===== src/rtl/square_freq_counter.sv =====
// Square-channel period timer: 11-bit period register and down counter that
// produce the FCO carry level, the FLOAD step strobe and the ultrasonic MUTE flag.
module square_freq_counter #(
   parameter int PERIOD_BITS = 11,
   parameter int MUTE_LIMIT  = 8
) (
   input  logic                   CLK,
   input  logic                   RES,
   input  logic                   ACLK1,
   input  logic                   WR2,
   input  logic                   WR3,
   input  logic [7:0]             DB,
   output logic                   FCO,
   output logic                   FLOAD,
   output logic                   MUTE,
   output logic [PERIOD_BITS-1:0] PERIOD
);

   localparam logic [PERIOD_BITS-1:0] ONE      = PERIOD_BITS'(1);
   localparam logic [PERIOD_BITS-1:0] MUTE_VAL = PERIOD_BITS'(MUTE_LIMIT);

   logic [PERIOD_BITS-1:0] freq;
   logic [PERIOD_BITS-1:0] cnt;
   logic                   fco_q;
   logic                   fload_q;
   logic                   mute_q;

   // Upper data bits belong to the length counter, not this block.
   logic unused_db;
   assign unused_db = ^DB[7:PERIOD_BITS-8];

   // NOTE: all state uses non-blocking assignments, so the reload below reads
   // the pre-write freq even when a write lands in the same cycle.
   always_ff @(posedge CLK) begin
      if (RES) begin
         freq    <= '0;
         cnt     <= '0;
         fco_q   <= 1'b1;
         fload_q <= 1'b0;
         mute_q  <= 1'b1;
      end else begin
         if (WR2) freq[7:0]             <= DB;
         if (WR3) freq[PERIOD_BITS-1:8] <= DB[PERIOD_BITS-9:0];

         fload_q <= 1'b0;
         if (ACLK1) begin
            if (cnt == '0) begin
               cnt     <= freq;
               fco_q   <= (freq == '0);
               fload_q <= 1'b1;
            end else begin
               cnt   <= cnt - ONE;
               fco_q <= (cnt == ONE);
            end
         end

         mute_q <= (freq < MUTE_VAL);
      end
   end

   assign FCO    = fco_q;
   assign FLOAD  = fload_q;
   assign MUTE   = mute_q;
   assign PERIOD = freq;

endmodule


===== config.mk =====
export PLATFORM = sky130hd
export DESIGN_NAME = square_freq_counter
export DESIGN_NICKNAME = d
export VERILOG_FILES = /design/src/rtl/square_freq_counter.sv
export SDC_FILE = /design/constraint.sdc
export NUM_CORES = 1
export LEC_CHECK = 0
export CAP_MARGIN = 5
export CORE_MARGIN = 2
export CORE_UTILIZATION = 40
export CTS_BUF_LIST = sky130_fd_sc_hd__clkbuf_8 sky130_fd_sc_hd__clkbuf_16
export DETAILED_ROUTE_END_ITERATION = 10
export DONT_BUFFER_PORTS = 1
export GPL_TIMING_DRIVEN = 0
export HOLD_SLACK_MARGIN = 0.12
export PLACE_DENSITY_LB_ADDON = 0.12
export SLEW_MARGIN = 20
export SYNTH_ARGS = -nofsm -noshare
export SYNTH_HDL_FRONTEND = slang
export SYNTH_SLANG_ARGS = --single-unit

===== constraint.sdc =====
create_clock -name CLK -period 4.7 [get_ports CLK]
set_input_delay 0.94 -clock CLK [delete_from_list [all_inputs] [get_ports CLK]]
set_output_delay 0.94 -clock CLK [all_outputs]
set_load 0.02 [all_outputs]

==> run_results.csv, run 1 <==
group,metric,value,unit
cts,cts_tree,"built",
cells_and_area,diodes,0,
cells_and_area,drive_gt1_frac,0.07746,
timing,fin_setup_tns,0,ps
yosys,yosys-top-cells-count,"25 x dfxtp_1, 15 x mux2i_1, 15 x nor2_1",
min_path,holdCritPathClass,"reg2reg",
timing,finalClockSkew,6.206,ps
global_route,grt_pass1_wl,5.250,mm
route,wl_per_cell,17.29,µm
global_route,grt_start_max_net_pins,15,
route,wl,3.216,mm
route,vias,1105,
placement,placed_area,0.001310,mm²
floorplan,die-area,0.003601,mm²
floorplan,fp.dieH,60.01,µm
setup_path,cp.required,4860,ps
floorplan,io_pins,27,
placement,gp_congestion,0.8457,
yosys,synth_top_area_share,0.3988,
run_status,outcome,"finished clean",
global_route,antenna_found_initial,0,
yosys,syn_nets,154,
route,first_pass_iters,4,
global_route,first_global_vias,1044,
cts,cts-root-buf,"clkbuf_8",
yosys,ys_top_cells_by_area,"dfxtp_1 40%, mux2i_1 12%, nor2_1 4.5%",
setup_path,cp.arrival,2200,ps
global_route,grt_overflow,0,
floorplan,start_util,0.4145,
cts,ctsHoldBuffers,0,
cells_and_area,fill_cells,310,
cts,clockBufferDepth,2,
route,drc,0,
yosys,synth_cells,138,
yosys,synth_edf_count,0,
cells_and_area,areaGrowthSynthToFinish,8.076,%
cells_and_area,regArea,500.5,µm²
timing,relSlewSlack,0.6365,
timing,finalHoldViolations,0,
yosys,yosys_warnings,0,
cts,postCtsSetupRepairBufs,0,
route,ant_nets,0,
power_and_ir_drop,power_density,631.2,mW/mm²
yosys,synth_seq_cells,25,
timing,fmax,491.3,MHz
power_and_ir_drop,peakVddDrop,240.9,µV
timing,setup_violations,0,
route,via_per_inst,5.941,
cells_and_area,final_util,0.4479,
yosys,synth_cell_type_count,36,
timing,fin_crit_sh,0.4330,
cts,cts.htree.levels,1,
setup_path,crit_type,"reg2reg",
yosys,synth_ff_type,"dfxtp_1",
cells_and_area,multi_input_area,705.7,µm²
setup_path,crit_path_start_kind,"flop",
placement,place_hpwl,2.397,mm
yosys,yosysMostFrequentCell,"dfxtp_1",
global_route,grt_use_total,0.1979,
cts,clock-sinks,25,
timing,maxSlewViolCount,0,
route,dr.first_iter.drc_count,32,
timing,fin_crit,2035,ps
placement,port_buffers,0,
floorplan,core.rowCount,20,
yosys,synth_top_cell_by_area,"dfxtp_1",
cts,cts.repair.resized,0,
yosys,synth_area,0.001255,mm²
run,maxCapViolations,0,
cts,cts_buffers,3,
yosys,synthArstFlopShare,0,
floorplan,core,0.003028,mm²
timing,worstMarginPinSlew,540.8,ps
setup_path,worstSetupEndpointType,"flop",
power_and_ir_drop,total_power,0.8561,mW
floorplan,dieWidth,60.01,µm
cts,clock_latency,280,ps
cells_and_area,nets,159,
timing,rsz0062_at_grt,"no",
setup_path,cp_max_fo,9,
power_and_ir_drop,p_leak,0.5285,nW
cells_and_area,fin_area,0.001356,mm²
cts,path_clk_slew,90,ps
yosys,ys_seq_area_frac,0.3988,
yosys,syn_area_per_cell,9.094,µm²
-- registers in the layout (all words and copies together) (netlist names) --
name / count
FCO: 1
cnt: 11
PERIOD: 11
MUTE: 1
FLOAD: 1
-- through the flow --
stage | hold WS [ps] | setup slack (ps) | instances
floorplan | 474.8 | 2480 | 138
global placement | 502.3 | 2398 | 182
detailed placement | 515.5 | 2401 | 182
CTS | 528.9 | 2680 | 186
global route | 570.0 | 2505 | 186
finish | 527.6 | 2665 | 186
-- worst paths after layout --
check,start,endpoint,slack [ps],cells after the start
worst min-delay path,cnt[10],cnt[10],530,2
worst min register to register,cnt[10],cnt[10],530,2
worst max register to register,cnt[0],cnt[10],2660,6
worst max-delay path,cnt[0],cnt[10],2660,6
-- cell usage in the layout, fill, tap and decap left out, drive strengths merged, types with 3 or more instances in the layout --
cell,count
dfxtp,25
mux2i,15
nor2,15
nand2,12
nand3,7
nor4,7
clkbuf,7
inv,5
a31oi,4
or3,4
nand4b,3
o21ai,3
ha,3
or4,3
-- power breakdown --
group          leakage (nW)  switching, mW  internal, mW
clock                0.0255         0.0736        0.0595
combinational         0.297          0.217         0.176
sequential            0.206         0.0759         0.255
-- cell type report --
type                       count  share of cell area
sequential                    25              0.3690
clock buffer                   3             0.03044
clock inverter                 1            0.003690
multi-input combinational    102              0.5203
tap                           44             0.04059
buffer                         6             0.02214
inverter                       5             0.01384
-- kinds of logic after synthesis --
logic type	Yosys count	share of synthesized area
and+or+nand+nor	61	0.2811
DFF	25	0.3988
AOI/OAI and AO/OA	23	0.1316
muxes	15	0.1196
buffers and inverters	11	0.03888
adders and majority gates	3	0.02991
-- per-layer routing --
metal  vias up  global-route usage  wire length, µm
met5         -                   0                0
met4         0             0.07302               59
met3         7             0.03896              211
met2        38              0.3168             1527
met1       528              0.2627             1417
li1        532                   -                -
-- critical path, cell delays in order (launching register included) --
cell       delay [ps]
dfxtp_1           410
inv_1             140
ha_1              150
clkbuf_1          290
nand4b_1          360
a2111oi_0         450
o21ai_0           120
Note: power is estimated with default switching activity, not from simulation.
==> run 2: changes to the inputs <==
==> constraint.sdc (replaced) <==
create_clock -name CLK -period 2 [get_ports CLK]
set_input_delay 0.4 -clock CLK [delete_from_list [all_inputs] [get_ports CLK]]
set_output_delay 0.4 -clock CLK [all_outputs]
set_load 0.02 [all_outputs]
==> run 2 against run 1 <==
Against the previous run:
- wire length is 1.9% lower
- highest routed layer unchanged
- combinational power is 150% higher
- largest power group unchanged
- critical path depth is 1 lower
- setup slack worse by 2600 ps
==> run_results.csv, run 2 (synthesized netlist as in run 1, its figures left out) <==
group,metric,value,unit
run_status,outcome,"finished clean",
power_and_ir_drop,peakVddDrop,538.4,µV
cells_and_area,nets,161,
power_and_ir_drop,p_int,1.209,mW
cts,cts_tree,"built",
power_and_ir_drop,clkPwrFrac,0.148,
route,drc,0,
cts,path_clk_slew,90,ps
setup_path,critPathSlowestCell,"or4bb_4",
route,wl_per_cell,16.78,µm
floorplan,core,0.003028,mm²
cells_and_area,fin_area,0.001379,mm²
placement,place_hpwl,2.397,mm
cts,clock_latency,270,ps
timing,fmax,518.1,MHz
min_path,holdCritPathClass,"in2reg",
timing,finalHoldViolations,0,
timing,finalClockSkew,3.637,ps
power_and_ir_drop,power_density,1495,mW/mm²
run,maxCapViolations,0,
power_and_ir_drop,combPwrFrac,0.474,
cts,cts-root-buf,"clkbuf_8",
power_and_ir_drop,total_power,2.062,mW
setup_path,worstPathCellList,"inv_1 > ha_2 > or4bb_4 > or3_1 > a31oi_1",
timing,rsz0062_at_grt,"yes",
route,ant_nets,0,
global_route,first_global_vias,1044,
cells_and_area,areaGrowthSynthToFinish,9.870,%
global_route,grt_start_max_net_pins,15,
timing,worstMarginPinSlew,549.5,ps
setup_path,cp.required,2200,ps
floorplan,core.rowCount,20,
floorplan,fp.dieH,60.01,µm
cts,cts_buffers,3,
global_route,grt_overflow,0,
cells_and_area,diodes,0,
setup_path,worstSetupEndpointType,"flop",
route,wl,3.155,mm
setup_path,cp_max_fo,7,
global_route,grt_use_total,0.1979,
setup_path,critical_path_buf_inv_count,1,
placement,gp_congestion,0.8457,
cells_and_area,layout_commonest_cell,"dfxtp_1",
cells_and_area,mostFrequentLayoutCells,"24 x dfxtp_1, 15 x mux2i_1, 15 x nor2_1",
setup_path,crit_family,"simple AND/OR/NAND/NOR gates",
placement,port_buffers,0,
timing,setup_violations,0,
global_route,grt_pass1_wl,5.250,mm
route,dr.first_iter.drc_count,38,
floorplan,start_util,0.4145,
cells_and_area,drive_gt1_frac,0.1111,
cts,clockBufferDepth,2,
timing,timing.final.ws_setup,70.01,ps
power_and_ir_drop,p_sw,0.8524,mW
route,first_pass_iters,4,
power_and_ir_drop,switching_share,0.4135,
floorplan,die-area,0.003601,mm²
global_route,antenna_found_initial,0,
route,vias,1094,
floorplan,dieWidth,60.01,µm
cts,cts.htree.levels,1,
setup_path,slowest_delay,570,ps
setup_path,cp.arrival,2130,ps
setup_path,crit_type,"reg2reg",
timing,fin_crit_sh,0.9650,
power_and_ir_drop,seq_power_share,0.378,
power_and_ir_drop,p_leak,0.5375,nW
setup_path,crit_path_start_kind,"flop",
placement,pre_cts_ws,34.10,ps
timing,relSlewSlack,0.6336,
timing,maxSlewViolCount,0,
route,via_per_inst,5.819,
floorplan,io_pins,27,
placement,placed_area,0.001310,mm²
cts,clock-sinks,25,
timing,fin_crit,1930,ps
cells_and_area,fill_cells,310,
## run 2: changes by cell type in the layout (fill, tap and decap cells not counted)
| cell | before | now |
|---|---|---|
| buf_4 | 0 | 2 |
| dfxtp_1 | 25 | 24 |
| dfxtp_2 | 0 | 1 |
| ha_1 | 3 | 2 |
| ha_2 | 0 | 1 |
| or4bb_1 | 1 | 0 |
| or4bb_4 | 0 | 1 |
## run 2: layout make-up
type / count / area, µm² / share of cell area
multi-input combinational: 102 / 711.9 / 0.5163
buffer: 6 / 30.03 / 0.02178
sequential: 25 / 501.7 / 0.3639
tap: 44 / 55.05 / 0.03993
timing repair buffer: 2 / 15.01 / 0.01089
clock inverter: 1 / 5.005 / 0.003630
clock buffer: 3 / 41.29 / 0.02995
inverter: 5 / 18.77 / 0.01361
## run 2: layer usage
metal,up-vias,wire (µm),track usage
li1,535,-,-
met1,518,1394,0.2627
met2,36,1522,0.3168
met3,5,194,0.03896
met4,0,44,0.07302
met5,-,0,0
## run 2: power groups by stage
stage	registers [mW]	logic, mW	clock network, mW
floorplan	0.740	0.736	0
global placement	0.783	0.891	0
detailed placement	0.786	0.904	0
CTS	0.774	0.912	0.319
global route	0.800	1.08	0.340
finish	0.780	0.977	0.304
## run 2: final timing paths
check                from  cells past startpoint  slack, ps         to
setup reg to reg   cnt[1]                      5         70     cnt[4]
hold / removal      DB[7]                      2        270  PERIOD[7]
setup / recovery   cnt[1]                      5         70     cnt[4]
hold reg to reg   cnt[10]                      2        530    cnt[10]
## run 2: worst register-to-register path: cells and delay by family, from the launching register on
family	cells	cell delay, ps
AND/OR/NAND/NOR	2	930
flip-flops	1	390
adder cells (fa/ha/maj)	1	250
AO/OA/AOI/OAI	1	150
buffers and inverters	1	140
## run 2: timing repair
action | 4_1_cts | 5_1_grt
setup endpoints to repair | 0 | 6
hold buffers | 0 | 0
endpoints found under the hold margin | 0 | 0
setup buffers | 0 | 2
gates resized for setup | 0 | 3
## run 2: per-stage QoR
stage	hold slack, ps	utilization	std cells	TNS (ps)
after floorplan	474.8	-	138	0
after CTS	269.5	0.4479	186	0
after global placement	502.3	0.4326	182	0
after detailed placement	515.5	0.4326	182	0
after global routing	268.9	0.4554	188	-9.506
final	274.7	0.4554	188	0
